File: src/rtl/key_debounce.sv
// ============================================================================
// Module      : key_debounce
// Description : Two-key synchroniser/debouncer with clean levels and one-cycle
//               press/release pulses. Optional auto-repeat: KEY_REPEAT_EN.
// Revision    : 1.0 - initial release
// ============================================================================
`default_nettype none

module key_debounce #(
   parameter int DEBOUNCE_CYCLES = 1000000,
   parameter int REPEAT_DELAY    = 25000000,
   parameter int REPEAT_PERIOD   = 5000000
) (
   input  logic       clk,
   input  logic       reset_n,
   input  logic       key0,
   input  logic       key1,
   output logic [1:0] key_level,
   output logic [1:0] key_press,
   output logic [1:0] key_release,
   output logic       any_press
);

   localparam int CNT_W = $clog2(DEBOUNCE_CYCLES + 1);
   localparam logic [CNT_W-1:0] C_CNT_LAST = CNT_W'(DEBOUNCE_CYCLES - 1);

   if (DEBOUNCE_CYCLES < 2 || REPEAT_DELAY < 2 || REPEAT_PERIOD < 2) begin : g_param_check
      $error("key_debounce: cycle parameters must be >= 2");
   end

   logic [1:0] r_sync1;
   logic [1:0] r_sync2;

   // Keys are active-low; invert at the synchroniser so 1 means pressed.
   always_ff @(posedge clk or negedge reset_n) begin
      if (!reset_n) begin
         r_sync1 <= '0;
         r_sync2 <= '0;
      end else begin
         r_sync1 <= ~{key1, key0};
         r_sync2 <= r_sync1;
      end
   end

   for (genvar gi = 0; gi < 2; gi++) begin : g_key
      logic [CNT_W-1:0] r_cnt;
      logic             r_level;
      logic             r_press;
      logic             r_release;
      logic             w_s;
      logic             w_accept;
      logic             w_rep_hit;

      assign w_s      = r_sync2[gi];
      assign w_accept = (w_s != r_level) && (r_cnt == C_CNT_LAST);

`ifdef KEY_REPEAT_EN
      localparam int REP_MAX = (REPEAT_DELAY > REPEAT_PERIOD) ? REPEAT_DELAY : REPEAT_PERIOD;
      localparam int REP_W   = $clog2(REP_MAX + 1);
      localparam logic [REP_W-1:0] C_DLY_LAST = REP_W'(REPEAT_DELAY - 1);
      localparam logic [REP_W-1:0] C_PER_LAST = REP_W'(REPEAT_PERIOD - 1);

      logic [REP_W-1:0] r_rep;
      logic             r_rep_periodic;

      // A release accept takes priority so a pending repeat is never emitted.
      assign w_rep_hit = r_level && !w_accept &&
                         (r_rep == (r_rep_periodic ? C_PER_LAST : C_DLY_LAST));

      always_ff @(posedge clk or negedge reset_n) begin
         if (!reset_n) begin
            r_rep          <= '0;
            r_rep_periodic <= 1'b0;
         end else if (!r_level || w_accept || w_rep_hit) begin
            r_rep          <= '0;
            r_rep_periodic <= w_rep_hit;
         end else begin
            r_rep          <= r_rep + 1'b1;
         end
      end
`else
      assign w_rep_hit = 1'b0;
`endif

      always_ff @(posedge clk or negedge reset_n) begin
         if (!reset_n) begin
            r_cnt     <= '0;
            r_level   <= 1'b0;
            r_press   <= 1'b0;
            r_release <= 1'b0;
         end else begin
            r_press   <= w_rep_hit;
            r_release <= 1'b0;
            if (w_s == r_level) begin
               r_cnt <= '0;
            end else if (!w_accept) begin
               r_cnt <= r_cnt + 1'b1;
            end else begin
               r_level   <= w_s;
               r_cnt     <= '0;
               r_press   <= w_s;
               r_release <= ~w_s;
            end
         end
      end

      assign key_level[gi]   = r_level;
      assign key_press[gi]   = r_press;
      assign key_release[gi] = r_release;
   end

   assign any_press = |key_press;

endmodule

`default_nettype wire

File: config.mk
export PLATFORM = sky130hd
export DESIGN_NAME = key_debounce
export DESIGN_NICKNAME = d
export VERILOG_FILES = /design/src/rtl/key_debounce.sv
export SDC_FILE = /design/constraint.sdc
export NUM_CORES = 1
export LEC_CHECK = 0
export ABC_AREA = 1
export BUFFER_PORTS_ARGS = -buffer_cell sky130_fd_sc_hd__buf_2
export CAP_MARGIN = 30
export CORE_UTILIZATION = 55
export DETAILED_ROUTE_END_ITERATION = 8
export GPL_ROUTABILITY_DRIVEN = 0
export HOLD_SLACK_MARGIN = 0.06
export PLACE_DENSITY_LB_ADDON = 0.12
export SLEW_MARGIN = 30
export SYNTH_ARGS = -nofsm -noshare
export SYNTH_HDL_FRONTEND = slang
export SYNTH_SLANG_ARGS = --single-unit
File: constraint.sdc
create_clock -name clk -period 1.6 [get_ports clk]
set_clock_uncertainty 0.05 [all_clocks]
set_input_delay 0.32 -clock clk [delete_from_list [all_inputs] [get_ports clk]]
set_output_delay 0.32 -clock clk [all_outputs]
set_load 0.03 [all_outputs]
==> metrics.csv <==
metric,value,unit
Ys Warns,0,
Post-DP HPWL,3.85,mm
Crit path largest cell delay,0.39,ns
maximum clock rate,0.656,GHz
Crit-path slowest cell,dfrtp_1,
area of the core,4790,um2
Syn Inst Count,347,
"non-filler cells, final",433,
Rows,25,
Yosys top cell by area,dfrtp_1,
post-synth top area share,45.3,%
"Seq/Total Area, Yosys",45.3,%
Ports,11,
P per Cell Area,753,nW/um2
first-pass GRT wire length,8.80,mm
cell area after layout,3040,um2
Worst Path Required,1.23,ns
clock-pin slew on the worst setup and hold paths,0.10,ns
Peak VDD IR,0.000596,V
Slew Limit Fails,0,
H-tree depth,2,
clk root buf,clkbuf_8,
Post-Syn Area,2760,um2
number of setup violations in the final report,0,
placed instance count,423,
top post-synthesis cells by area,"dfrtp_1, nor2_1, nand2_1, inv_1, nand3_1",
Tightest Pin Transition,0.447,ns
CP arrival,1.15,ns
antenna cells,0,
drt pass-1 iters,4,
"Clk Latency, worst-skew pair",0.31,ns
leak pwr,1.35,nW
DIE AREA,5310,um2
cell family with the largest share of critical-path delay,flip-flops,
total CTS buffers,5,
Die X,72.9,um
worst path buffer plus inverter count,1,
grt ovf,0,
minimum clock period,1.52,ns
Die Y-Extent,72.9,um
CTS Sinks,50,
Total GRT Usage,22.1,%
ys async rst share,100,%
DRC,0,
max_cap viols,0,
Vias per Instance,4.91,
relative slew slack,70.2,%
initial antenna violation count,0,
clk buf depth,2,
unrepaired setup endpoints after global routing,yes,
Min-Delay Path Class,input port to flop,
"Net count, final",371,
most common cell in the netlist,nor2_1,
fraction of layout cells with a size suffix above 1,16.7,%
Port Buffer Count,10,
Yosys cell types,26,
CP startpoint kind,flop,
critical-path cell list,"or2_2, buf_2",
vias in the first global route,2009,
"Top FF cell, synth",dfrtp_1,
critical path endpoint category,output port,
post-route core utilization,63.6,%
commonest cells in the netlist,"nor2_1, nand2_1, dfrtp_1",
number of synthesized flops with an enable pin,0,
Antenna Nets Post-Route,0,
Post-Route Setup TNS,0,ns
routed via count,2126,
"flops & latches, synth",50,
CTS tree,built,
largest net degree at the start of global routing,51,
P&R area growth vs syn,10.0,%
CP Max Fanout,2,
initial DRC count,88,
placed inst area,2910,um2
status,"finished, final reports clean",
Final Hold Vio Count,0,
Mapped Nets,353,
Mean Syn Cell Area,7.97,um2
final hold slack,0.0960,ns
Starting Density,57.8,%
final WL,5.13,mm
final worst path period share,95.2,%
Crit Path Class,flop to output port,
routed len/inst,11.8,um
## worst register-to-register path: stages, from the launching register on
cell and delay (ns):
dfrtp_1 0.41, ha_1 0.20, nand3_1 0.18, nor2_4 0.13
nand3_1 0.17, nand2_2 0.18, nor2_1 0.07
## layout by cell type, fill, tap and decap left out
cell type / netlist / routed
dfrtp_1: 50 / 50
buf_12: 0 / 2
nand3_2: 3 / 3
inv_4: 1 / 1
nor2_1: 72 / 71
nor3b_2: 1 / 1
nand2_1: 69 / 69
a21oi_2: 1 / 1
dlygate4sd3_1: 0 / 1
buf_2: 0 / 10
nand2_2: 9 / 9
buf_4: 6 / 5
o21ai_0: 5 / 5
clkbuf_8: 0 / 5
clkbuf_1: 0 / 1
nand4_1: 7 / 7
nor2_2: 9 / 10
nor2_4: 8 / 8
a211oi_2: 1 / 1
xnor2_2: 1 / 1
xor2_2: 1 / 1
nand3_1: 30 / 30
or2_2: 1 / 1
clkinvlp_4: 0 / 1
inv_1: 43 / 43
o21ai_1: 1 / 1
xnor2_1: 6 / 6
bufinv_16: 0 / 1
xor2_1: 14 / 14
o21bai_1: 2 / 2
nor3_1: 3 / 3
ha_1: 2 / 2
## where the power goes
group	switching, mW	internal, mW
sequential	0.0133	1.28
combinational	0.0667	0.0386
clock	0.425	0.467
total	0.505	1.79
## timing repair
item | CTS | global route
setup endpoints to repair | 0 | 13
gates resized for setup | 0 | 1
hold buffers | 1 | 0
buffers inserted | 0 | 1
hold endpoints to repair | 50 | 0
## layout make-up
type / count / area [um2]
timing repair buffer: 18 / 138
clock buffer: 6 / 72.6
clock inverter: 2 / 37.5
fill: 431 / 1740
multi-input combinational: 246 / 1290
sequential: 50 / 1250
inverter: 44 / 168
tap: 67 / 83.8
## per-stage QoR
stage          worst slack [ns]  power (mW)
2_1_floorplan             0.212        1.36
3_3_place_gp              0.129        1.42
3_5_place_dp              0.101        1.42
4_1_cts                  0.0564        2.31
5_1_grt                -0.00924        2.38
6_report                 0.0766        2.29
## layer usage
metal	vias up	share of wire (%)	track usage [%]	routed length, um
li1	1099	-	-	-
met1	986	45	25.8	2280
met2	33	51	39.0	2600
met3	8	2.4	4.97	123
met4	0	2.4	9.15	121
met5	-	0	0	0
## worst paths after layout
check	cells after the start	slack [ns]	from	end
worst max register to register	6	0.10	g_key[1].r_cnt[0]$_DFF_PN0_	g_key[1].r_cnt[19]$_DFF_PN0_
worst min register to register	0	0.31	r_sync1[0]$_DFF_PN0_	r_sync2[0]$_DFF_PN0_
worst min-delay path	2	0.1	key1	r_sync1[1]$_DFF_PN0_
min in group asynchronous	3	0.45	reset_n	g_key[1].r_cnt[11]$_DFF_PN0_
max in group asynchronous	3	0.79	reset_n	g_key[0].r_cnt[1]$_DFF_PN0_
worst max-delay path	2	0.08	g_key[1].r_press$_DFF_PN0_	any_press
## flip-flops by register name, indices dropped and copies added (netlist names)
register and count:
g_key.r_cnt 40, g_key.r_level 2, g_key.r_press 2, g_key.r_release 2, r_sync1 2, r_sync2 2
## cell families (layout without fill, tap and decap cells)
logic type,after synthesis,after routing,share of synthesized area (%)
adders and majority gates,2,2,0.905
AOI/OAI and AO/OA,10,10,2.40
xor gates and xnor gates,22,22,7.52
and+or+nand+nor,212,212,35.8
buffers and inverters,51,70,8.10
DFF,50,50,45.3
Note: power is estimated with default switching activity, not from simulation.
